$ cat config.mk
export PLATFORM = sky130hd
export DESIGN_NAME = dmem_arbiter
export DESIGN_NICKNAME = d
export VERILOG_FILES = /design/src/rtl/dmem_arb_pkg.sv /design/src/rtl/dmem_arbiter_rr.sv /design/src/rtl/dmem_arbiter.sv
export SDC_FILE = /design/constraint.sdc
export NUM_CORES = 1
export LEC_CHECK = 0
export BUFFER_PORTS_ARGS = -buffer_cell sky130_fd_sc_hd__clkbuf_2
export CAP_MARGIN = 25
export CORE_AREA = 5 5 113 115
export DETAILED_ROUTE_END_ITERATION = 6
export DIE_AREA = 0 0 118 120
export PLACE_DENSITY = 0.69
export SLEW_MARGIN = 10
export SYNTH_ARGS = -nofsm -noshare
export SYNTH_HDL_FRONTEND = slang
export SYNTH_SLANG_ARGS = --single-unit
$ cat constraint.sdc
create_clock -name clk -period 3 [get_ports clk]
set_input_delay 0.6 -clock clk [delete_from_list [all_inputs] [get_ports clk]]
set_output_delay 0.6 -clock clk [all_outputs]
set_load 0.01 [all_outputs]
$ cat src/rtl/dmem_arb_pkg.sv
// Shared definitions for the two-port data-memory arbiter: FSM encoding,
// port identifiers and the address legality check.
package dmem_arb_pkg;

  typedef enum logic [1:0] {
    ST_IDLE  = 2'd0,
    ST_ISSUE = 2'd1,
    ST_RESP  = 2'd2
  } state_e;

  localparam logic P0 = 1'b0;
  localparam logic P1 = 1'b1;

  // Word-aligned and below the byte limit; compared unsigned so high bits never wrap into memory.
  function automatic logic addr_legal(input logic [63:0] addr, input logic [63:0] limit_bytes);
    return (addr[1:0] == 2'b00) && (addr < limit_bytes);
  endfunction

endpackage

$ cat src/rtl/dmem_arbiter_rr.sv
// Two-way round-robin arbiter: one-hot grant from req, priority flips to the
// other port whenever a grant is accepted.
module rr_arbiter2 (
  input  logic       clk,
  input  logic       rst,
  input  logic [1:0] req,
  input  logic       accept,
  output logic [1:0] grant
);

  logic last_grant_q;
  logic last_grant_d;

  always_comb begin
    grant        = 2'b00;
    last_grant_d = last_grant_q;
    case (req)
      2'b01:   grant = 2'b01;
      2'b10:   grant = 2'b10;
      2'b11:   grant = last_grant_q ? 2'b01 : 2'b10;
      default: grant = 2'b00;
    endcase
    if (accept && (grant != 2'b00)) begin
      last_grant_d = grant[1];
    end else begin
      last_grant_d = last_grant_q;
    end
  end

  // Reset to "port 1 last" so port 0 wins the first tie.
  always_ff @(posedge clk or posedge rst) begin
    if (rst) begin
      last_grant_q <= 1'b1;
    end else begin
      last_grant_q <= last_grant_d;
    end
  end

endmodule

$ cat src/rtl/dmem_arbiter.sv
// Shares a single-port word-addressed data memory between two requesters:
// round-robin grant, one transaction in flight, 1-cycle registered read latency.
module dmem_arbiter
  import dmem_arb_pkg::*;
#(
  parameter int ADDR_W    = 32,
  parameter int DATA_W    = 32,
  parameter int MEM_WORDS = 256
) (
  input  logic              clk,
  input  logic              rst,
  input  logic              p0_req_valid,
  output logic              p0_req_ready,
  input  logic              p0_req_we,
  input  logic [ADDR_W-1:0] p0_req_addr,
  input  logic [DATA_W-1:0] p0_req_wdata,
  output logic              p0_rsp_valid,
  output logic [DATA_W-1:0] p0_rsp_rdata,
  output logic              p0_rsp_err,
  input  logic              p1_req_valid,
  output logic              p1_req_ready,
  input  logic              p1_req_we,
  input  logic [ADDR_W-1:0] p1_req_addr,
  input  logic [DATA_W-1:0] p1_req_wdata,
  output logic              p1_rsp_valid,
  output logic [DATA_W-1:0] p1_rsp_rdata,
  output logic              p1_rsp_err,
  output logic              mem_read,
  output logic              mem_write,
  output logic [ADDR_W-1:0] mem_address,
  output logic [DATA_W-1:0] mem_write_data,
  input  logic [DATA_W-1:0] mem_read_data
);

  localparam logic [63:0] LIMIT_BYTES = 64'(MEM_WORDS) * 64'd4;

  state_e              state_q, state_d;
  logic                port_q, port_d;
  logic                we_q, we_d;
  logic                err_q, err_d;
  logic                mem_read_q, mem_read_d;
  logic                mem_write_q, mem_write_d;
  logic [ADDR_W-1:0]   mem_address_q, mem_address_d;
  logic [DATA_W-1:0]   mem_write_data_q, mem_write_data_d;
  logic [1:0]          rsp_valid_q, rsp_valid_d;

  logic [1:0]          req_s;
  logic [1:0]          grant_s;
  logic                accept_s;
  logic                sel_port_s;
  logic                sel_we_s;
  logic [ADDR_W-1:0]   sel_addr_s;
  logic [DATA_W-1:0]   sel_wdata_s;
  logic                sel_legal_s;
  logic                rd_ok_s;

  assign req_s = {p1_req_valid, p0_req_valid};

  rr_arbiter2 u_rr (
    .clk    (clk),
    .rst    (rst),
    .req    (req_s),
    .accept (accept_s),
    .grant  (grant_s)
  );

  // Ready is forced low while reset is asserted so every output reads 0 during reset.
  assign p0_req_ready = (state_q == ST_IDLE) && grant_s[0] && !rst;
  assign p1_req_ready = (state_q == ST_IDLE) && grant_s[1] && !rst;
  assign accept_s     = p0_req_ready || p1_req_ready;

  assign sel_port_s  = grant_s[1] ? P1 : P0;
  assign sel_we_s    = (sel_port_s == P1) ? p1_req_we    : p0_req_we;
  assign sel_addr_s  = (sel_port_s == P1) ? p1_req_addr  : p0_req_addr;
  assign sel_wdata_s = (sel_port_s == P1) ? p1_req_wdata : p0_req_wdata;
  assign sel_legal_s = addr_legal(64'(sel_addr_s), LIMIT_BYTES);

  always_comb begin
    state_d          = state_q;
    port_d           = port_q;
    we_d             = we_q;
    err_d            = err_q;
    mem_read_d       = 1'b0;
    mem_write_d      = 1'b0;
    mem_address_d    = mem_address_q;
    mem_write_data_d = mem_write_data_q;
    rsp_valid_d      = 2'b00;
    case (state_q)
      ST_IDLE: begin
        if (accept_s) begin
          port_d = sel_port_s;
          we_d   = sel_we_s;
          if (sel_legal_s) begin
            err_d            = 1'b0;
            mem_read_d       = !sel_we_s;
            mem_write_d      = sel_we_s;
            mem_address_d    = sel_addr_s;
            mem_write_data_d = sel_wdata_s;
            state_d          = ST_ISSUE;
          end else begin
            // Illegal requests skip memory entirely and answer next cycle.
            err_d       = 1'b1;
            rsp_valid_d = (sel_port_s == P1) ? 2'b10 : 2'b01;
            state_d     = ST_RESP;
          end
        end else begin
          state_d = ST_IDLE;
        end
      end
      ST_ISSUE: begin
        rsp_valid_d = (port_q == P1) ? 2'b10 : 2'b01;
        state_d     = ST_RESP;
      end
      ST_RESP: begin
        state_d = ST_IDLE;
      end
      default: begin
        state_d = ST_IDLE;
      end
    endcase
  end

  // FSM, request latch and registered memory/response strobes.
  always_ff @(posedge clk or posedge rst) begin
    if (rst) begin
      state_q          <= ST_IDLE;
      port_q           <= P0;
      we_q             <= 1'b0;
      err_q            <= 1'b0;
      mem_read_q       <= 1'b0;
      mem_write_q      <= 1'b0;
      mem_address_q    <= '0;
      mem_write_data_q <= '0;
      rsp_valid_q      <= 2'b00;
    end else begin
      state_q          <= state_d;
      port_q           <= port_d;
      we_q             <= we_d;
      err_q            <= err_d;
      mem_read_q       <= mem_read_d;
      mem_write_q      <= mem_write_d;
      mem_address_q    <= mem_address_d;
      mem_write_data_q <= mem_write_data_d;
      rsp_valid_q      <= rsp_valid_d;
    end
  end

  assign mem_read       = mem_read_q;
  assign mem_write      = mem_write_q;
  assign mem_address    = mem_address_q;
  assign mem_write_data = mem_write_data_q;

  // Memory data arrives in the response cycle, so read data is steered straight through.
  assign rd_ok_s      = !we_q && !err_q;
  assign p0_rsp_valid = rsp_valid_q[0];
  assign p1_rsp_valid = rsp_valid_q[1];
  assign p0_rsp_err   = rsp_valid_q[0] && err_q;
  assign p1_rsp_err   = rsp_valid_q[1] && err_q;
  assign p0_rsp_rdata = (rsp_valid_q[0] && rd_ok_s) ? mem_read_data : '0;
  assign p1_rsp_rdata = (rsp_valid_q[1] && rd_ok_s) ? mem_read_data : '0;

endmodule
* Yosys cells after proc, flatten, opt, wreduce, memory -nomap -nowiden
Index checks and enable logic that the tools add are counted.
Storage, ports and cells: bits in registers 74, latch bits 0, bits in writable memories 0, ROM bits 0, input port bits 166, output and inout port bits 136, logic and storage cells 59, memories 0
Cells by class: add/sub/neg operators 0, multipliers 0, div/mod/pow operators 0, magnitude comparators 1, eq/ne operators 4, shift operators 0, multiplexer cells 23, bitwise gates (word level) 0, reduce and logical (&&, ||, !) cells 21
Operator list (number):
- $mux W32 | 4
- $lt A32 B11 Y1 const B | 1
- $mux W2 | 7
- $logic_and A1 B1 Y1 | 11
- $mux W1 | 9
- $pmux W2 S2 | 2
- $pmux W2 S3 | 1
- $eq A2 B1 Y1 const B | 2
- $eq A2 B2 Y1 const B | 2
- $logic_not A1 Y1 | 4
- $logic_not A2 Y1 | 2
- $reduce_and A3 Y1 | 1
- $reduce_and A2 Y1 | 1
- $reduce_bool A2 Y1 | 1
- $logic_or A1 B1 Y1 | 1

* Depth between registers and ports, before layout
Gate-level depths: netlist of the first run.
word-level depth 9, depth in mapped cells 7, mapped depth without buffers 5

* By module
Synthesis of the first run repeated with hierarchy kept, for this count alone.
Second synthesis, totals: cells, all modules 311, area total of the unflattened synthesis 3756.1 µm²
Modules (own cells, without submodules):
- dmem_arbiter | times used 1, cells an instance 304, area each 3696.0 µm², sequential area each 1826.8 µm²
- rr_arbiter2 | times used 1, cells an instance 7, area each 60.1 µm², sequential area each 26.3 µm²

* Worst setup path after synthesis of the first run
No wires, ideal clock.
kind input to output, from in p1_req_valid, to out p1_req_ready, arrival 1.553 ns, required time 2.400 ns, path slack 0.847 ns, stages on the path 3, path buffers 1, path through a21boi_2 clkbuf_1 and2_1
Between the ends: word-level cells in the longest chain between the ends 4, elaborated cells on any way between the ends 6, those cells by class eq/ne (3); mux (1); reduce/logical (2)
RTL lines:
- start: declaration | RTL line dmem_arbiter.sv:20 | input logic p1_req_valid,
- $eq A2 B2 Y1 / $eq A2 B1 Y1 (equally long branches) | RTL line dmem_arbiter_rr.sv:17 | case (req)
- $pmux W2 S3 (*) | RTL line dmem_arbiter_rr.sv:17
- $logic_and A1 B1 Y1 (*) (2 in series) | RTL line dmem_arbiter.sv:69 | assign p1_req_ready = (state_q == ST_IDLE) && grant_s[1] && !rst;
- end: declaration | RTL line dmem_arbiter.sv:21 | output logic p1_req_ready,
Every way passes the cells marked *; elsewhere a longest branch is shown, timed or not.

* Worst setup path after layout of the first run
from reg err_q, to out p0_rsp_rdata[25]
Between the ends: word-level cells in the longest chain between the ends 4
RTL lines:
- start: declaration | RTL line dmem_arbiter.sv:40 | logic err_q, err_d;
- start signal: assignment | RTL line dmem_arbiter.sv:139 | err_q <= err_d;
- $logic_not A1 Y1 | RTL line dmem_arbiter.sv:154 | assign rd_ok_s = !we_q && !err_q;
- $logic_and A1 B1 Y1 | RTL line dmem_arbiter.sv:154
- $logic_and A1 B1 Y1 | RTL line dmem_arbiter.sv:159 | assign p0_rsp_rdata = (rsp_valid_q[0] && rd_ok_s) ? mem_read_data : '0;
- $mux W32 | RTL line dmem_arbiter.sv:159
- end: declaration | RTL line dmem_arbiter.sv:18 | output logic [DATA_W-1:0] p0_rsp_rdata,
No other way between the ends.

==> results of run 1 <==
## report_power, final
part,internal (mW),switching (mW)
logic,0.181,0.145
registers,1.01,0.0144
clock network,0.821,0.425
## sequential cells by signal, indices dropped and copies added (netlist names)
signal,cells
state_q,2
err_q,1
we_q,1
rsp_valid_q,2
port_q,1
u_rr.last_grant_q,1
mem_address,32
mem_read,1
mem_write_data,32
mem_write,1
## per-layer routing
metal | global-route usage [%] | routed length [um] | vias up
met1 | 18.7 | 4750 | 1656
met5 | 0 | 0 | -
met2 | 30.3 | 6460 | 163
li1 | - | - | 1674
met4 | 5.45 | 183 | 0
met3 | 5.84 | 1120 | 15
## through the flow
step / setup WS (ns) / power (mW) / instance area [um^2] / hold slack (ns) / cells
2_1_floorplan: 0.520 / 1.20 / 3820 / 0.444 / 313
3_3_place_gp: 0.357 / 1.37 / 5520 / 0.469 / 752
3_5_place_dp: 0.331 / 1.38 / 5520 / 0.470 / 752
4_1_cts: 0.411 / 2.64 / 5870 / 0.388 / 768
5_1_grt: 0.268 / 2.71 / 5870 / 0.433 / 768
6_report: 0.451 / 2.60 / 5870 / 0.388 / 768
## worst register-to-register path: stages (launching register included)
cell and delay, ns:
dfstp_2 0.56, a21boi_4 0.09, nand3_1 0.10, nor2_1 0.10
o21bai_4 0.55, buf_12 0.33, mux2_2 0.41
## final timing paths
kind	start	end	slack [ns]	cells after the start
max	err_q	p0_rsp_rdata[25]	0.45	4
min	rst	mem_address[1]	0.39	3
max reg2reg	u_rr.last_grant_q	mem_write_data[28]	0.74	6
min reg2reg	mem_address[1]	mem_address[1]	0.48	1
max in group asynchronous	rst	mem_write_data[21]	2.26	3
min in group clk	mem_address[1]	mem_address[1]	0.48	1
## cells in the final DEF (no fill, tap or decap), types with 3 or more instances in the layout
master	count
clkbuf_2	301
and2_1	91
dfrtp_1	73
mux2_2	55
mux2_4	25
nor4_1	12
clkbuf_16	9
nand2_1	8
buf_4	7
inv_1	3
a21oi_1	3
bufinv_16	3
inv_6	3
## cell families after synthesis
kind of cell	Yosys count
buffers and inverters	21
multiplexers	81
AND/OR/NAND/NOR	125
AO/OA/AOI/OAI	12
flip-flops	74
## area by class of cell
| cell class | instances | share of cell area (%) |
|---|---|---|
| inverters | 4 | 0.256 |
| well taps | 147 | 3.14 |
| repair buffers | 309 | 26.9 |
| flip-flops and latches | 74 | 31.6 |
| multi-input cells | 218 | 32.1 |
| clock inverters | 7 | 2.11 |
| clock buffers | 9 | 3.84 |
==> metrics.md, run 1 <==
| Metric | Value |
|---|---|
| Run status | `finished, final reports clean` |
| Post-Syn Area | `0.00382 mm^2` |
| Setup CP Type | `flip-flop to output port` |
| FF+latch area | `0.00185 mm^2` |
| Detail Placement HPWL | `10.4 mm` |
| Clock skew | `0.00356 ns` |
| # fillers | `1,099` |
| First drt pass iteration count | `6` |
| Post-synthesis xor/xnor area fraction | `0%` |
| Pleak | `3.42 nW` |
| Post-route setup TNS | `0 ns` |
| DR WL/cell | `16.3 um` |
| Simple-gate share of the synthesized area | `20.2%` |
| Largest net degree at the start of global routing | `39` |
| CP bufs+invs | `2` |
| DRC Markers | `0` |
| Critical-path maximum fanout | `17` |
| Slew Limit Fails | `0` |
| CP peak stage delay | `0.61 ns` |
| GP Congestion | `0.815` |
| P&R area growth vs syn | `53.4%` |
| Critical path arrival | `1.95 ns` |
| Die height | `120 um` |
| Vias per cell | `4.57` |
| TritonCTS clock tree | `yes` |
| Post-synthesis mux area share | `26.3%` |
| Type of destination of the critical path | `output port` |
| Vias | `3,508` |
| Setup violators final | `0` |
| Seq/Total Area, Yosys | `48.5%` |
| Crit path max-delay family | `simple AND/OR/NAND/NOR gates` |
| Hold Fails Final Rpt | `0` |
| Largest family of logic cells by synthesized area | `multiplexers` |
| Setup crit start kind | `flip-flop` |
| Max cap viols | `0` |
| Synth Area in Adders | `0%` |
| Flops & latches, synth | `74` |
| Yosys warning count | `0` |
| Syn nets | `479` |
| Synth Instances | `313` |
| Yosys top cell area share | `47.8%` |
| CP max-delay cell | `nor3b_2` |
| Slew headroom | `54.5%` |
| Hold-fix buffers, CTS | `0` |
| Die Width | `118 um` |
| Clock Latency Late Sink | `0.33 ns` |
| Area leader, netlist | `dfrtp_1` |
| Unrepaired setup endpoints after global routing | `false` |
| WL final | `12.5 mm` |
| Hold crit path type | `input pin to asynchronous set/reset pin` |
| Reg clk slew, reported paths | `0.06 ns` |
| Top cells by area, synth | `dfrtp_1 (48%), mux2_2 (16%), and2_1 (15%)` |
| Post-CTS sizing | `0` |
| Total gr overflow | `0` |
| IO Port Bufs | `301` |
| Worst Max-Slew Pin Slew | `0.679 ns` |
| Die ar. | `0.0142 mm^2` |
| Post-synth EDFFs | `0` |
| Initial Utilization | `32.6%` |
| Worst VDD drop | `0.250 mV` |
| Cell Chain, Critical Path | `nor3b_2, buf_4, and2_1, clkbuf_2` |
| # rows | `40` |
| Synth cell count leaders | `and2_1 (91), dfrtp_1 (73), mux2_2 (55)` |
| Num CTS Buffers | `9` |
| N_diodes | `0` |
| All-layer global routing usage | `16.9%` |
| CP required | `2.40 ns` |
| I/O pin count | `302` |
| Compound-cell area share of the yosys netlist | `2.19%` |
| Ys flop type | `dfrtp_1` |
| First-pass GRT wire length | `19.2 mm` |
| Antenna viol nets, final | `0` |
| First DRT Iteration DRCs | `78` |
| Power Density | `443 mW/mm^2` |
| Final #Nets | `782` |
| Count of cell types in the netlist | `30` |
| Final Cycle Share | `85.0%` |
| Clk sink count | `74` |
| Share of cells above drive strength 1 | `66.3%` |
| Clock Tree Buf Depth | `2` |
| Final min period | `2.55 ns` |
| Htree depth | `3` |
| Layout Utilization | `50.1%` |
| Top-count cell post-synth | `and2_1` |
| Number of global-route vias before repair | `3,688` |
| Synthesized area per cell | `12.2 um^2` |
| Post-CTS setup buffers | `0` |
| Core Area | `0.0117 mm^2` |
| FMAX | `392 MHz` |
| Root buffer cell | `clkbuf_16` |
| Initial antenna violation count | `0` |
| Area occupied by multi-input gates | `0.00189 mm^2` |
| Async SR Flop Fraction | `100%` |
No activity file was read; power rests on OpenSTA's default activity.
==> run 2, diff against run 1 <==
- PLACE_DENSITY: 0.69 -> 0.72
- clock period: 3 -> 2.3 ns (I/O delays scaled with it)
==> metrics.md, run 2 (synthesized netlist as in run 1, its figures left out) <==
| Metric | Value |
|---|---|
| Most common cell after layout, fill and taps aside | `clkbuf_2 (unchanged)` |
| IO Port Bufs | `301 (unchanged)` |
| Antenna viol nets, final | `0 (unchanged)` |
| Reg clk slew, reported paths | `0.06 ns (about the same)` |
| Unrepaired setup endpoints after global routing | `false (unchanged)` |
| Setup CP Type | `flip-flop to output port (unchanged)` |
| Pleak | `3.44 nW (was 3.42 nW)` |
| Core Area | `0.0117 mm^2 (unchanged)` |
| Die ar. | `0.0142 mm^2 (unchanged)` |
| Setup crit start kind | `flip-flop (unchanged)` |
| Vias | `3,571 (was 3,508)` |
| # rows | `40 (unchanged)` |
| Hold crit path type | `input pin to asynchronous set/reset pin (unchanged)` |
| Reg2reg start | `u_rr.last_grant_q (unchanged)` |
| N_diodes | `0 (unchanged)` |
| Post-CTS setup buffers | `0 (unchanged)` |
| Slew Limit Fails | `0 (unchanged)` |
| Detail Placement HPWL | `11.1 mm (was 10.4 mm)` |
| Clock skew | `0.00590 ns (was 0.00356 ns)` |
| Final Cycle Share | `88.9%` |
| Initial Utilization | `32.6% (unchanged)` |
| Slew headroom | `64.8% (was 54.5%)` |
| Crit. Startpoint | `u_rr.last_grant_q (was err_q)` |
| All-layer global routing usage | `18.2% (was 16.9%)` |
| Commonest non-fill, non-tap cells in the layout | `clkbuf_2 (301), and2_1 (91), dfrtp_1 (73) (unchanged)` |
| Layout Utilization | `50.4% (was 50.1%)` |
| FMAX | `489 MHz` |
| Number of global-route vias before repair | `3,934 (was 3,688)` |
| First drt pass iteration count | `4 (was 6)` |
| Worst VDD drop | `0.274 mV (was 0.250 mV)` |
| Htree depth | `3 (unchanged)` |
| Post-CTS sizing | `0 (unchanged)` |
| Total gr overflow | `0 (unchanged)` |
| Clock Tree Buf Depth | `2 (unchanged)` |
| Power Density | `538 mW/mm^2 (was 443 mW/mm^2)` |
| I/O pin count | `302 (unchanged)` |
| First-pass GRT wire length | `20.3 mm (was 19.2 mm)` |
| Num CTS Buffers | `9 (unchanged)` |
| Share of cells above drive strength 1 | `66.7% (was 66.3%)` |
| GP Congestion | `0.890 (was 0.815)` |
| Critical-path maximum fanout | `34 (was 17)` |
| TritonCTS clock tree | `yes (unchanged)` |
| Initial antenna violation count | `1 (was 0)` |
| Worst hold slack | `0.182 ns (was 0.388 ns)` |
| Max cap viols | `0 (unchanged)` |
| Final min period | `2.05 ns` |
| Largest net degree at the start of global routing | `42 (was 39)` |
| DRC Markers | `0 (unchanged)` |
| Die height | `120 um (unchanged)` |
| Hold-fix buffers, CTS | `0 (unchanged)` |
| Hold Fails Final Rpt | `0 (unchanged)` |
| Type of destination of the critical path | `output port (unchanged)` |
| First DRT Iteration DRCs | `85 (was 78)` |
| Vias per cell | `4.61 (was 4.57)` |
| Clk sink count | `74 (unchanged)` |
| DR WL/cell | `17.1 um (was 16.3 um)` |
| Setup violators final | `0 (unchanged)` |
| Root buffer cell | `clkbuf_16 (unchanged)` |
| WL final | `13.2 mm (was 12.5 mm)` |
| Worst Max-Slew Pin Slew | `0.527 ns (was 0.679 ns)` |
| Die Width | `118 um (unchanged)` |
| Clock Latency Late Sink | `0.33 ns (about the same)` |
| CP required | `1.84 ns (was 2.40 ns)` |
| Final #Nets | `788 (was 782)` |
| Run status | `finished, final reports clean (unchanged)` |
| Critical path arrival | `1.59 ns (was 1.95 ns)` |
| P&R area growth vs syn | `54.4% (was 53.4%)` |
==> run 2: cell types whose count changed in the layout (fill, tap and decap cells not counted) <==
cell	change
buf_12	+3
buf_4	+3
bufinv_16	-2
clkinvlp_4	+2
clkinv_2	+1
clkinv_4	+1
inv_2	-1
inv_6	-1
==> run 2: final timing paths <==
check,to,slack (ns),depth (start not counted)
hold / removal,mem_address[9],0.18,2
setup reg to reg,mem_write_data[17],0.40,6
max in group asynchronous,mem_write_data[23],1.55,3
min in group clk,mem_write,0.45,3
setup / recovery,p1_req_ready,0.25,4
hold reg to reg,state_q[1],0.48,1
==> run 2: power breakdown <==
part / internal (mW) / total, mW / switching [mW]
Sequential: 1.32 / 1.34 / 0.0179
Clock: 0.847 / 1.40 / 0.549
Combinational: 0.245 / 0.440 / 0.196
Total: 2.41 / 3.17 / 0.762
==> run 2: critical path, stage by stage, from the launching register on <==
cell      delay (ns)
dfstp_2         0.38
a21boi_4        0.20
buf_12          0.25
and2_1          0.23
clkbuf_2        0.20
==> run 2: through the flow <==
| step | area [um^2] | setup WS, ns | power (mW) | cells | TNS (ns) |
|---|---|---|---|---|---|
| after floorplan | 3830 | 0.302 | 1.56 | 313 | 0 |
| after global placement | 5600 | -0.00913 | 1.80 | 758 | -0.123 |
| after detailed placement | 5600 | -0.0185 | 1.81 | 758 | -0.140 |
| after CTS | 5900 | 0.219 | 3.23 | 774 | 0 |
| after global routing | 5900 | 0.153 | 3.33 | 774 | 0 |
| final | 5900 | 0.255 | 3.17 | 774 | 0 |
==> run 2: cell type report <==
cell class                 count  area [um^2]
fill                        1117         5810
multi-input combinational    218         1890
sequential                    74         1850
timing repair buffer         315         1660
clock buffer                   9          225
tap                          147          184
clock inverter                 7         76.3
inverter                       4         18.8
==> run 2: per-layer routing <==
| metal | vias up | wire (um) | GRT usage, % |
|---|---|---|---|
| met5 | - | 13 | 0 |
| met1 | 1674 | 4730 | 18.3 |
| met2 | 186 | 7020 | 34.5 |
| li1 | 1689 | - | - |
| met3 | 20 | 1240 | 7.35 |
| met4 | 2 | 225 | 5.23 |
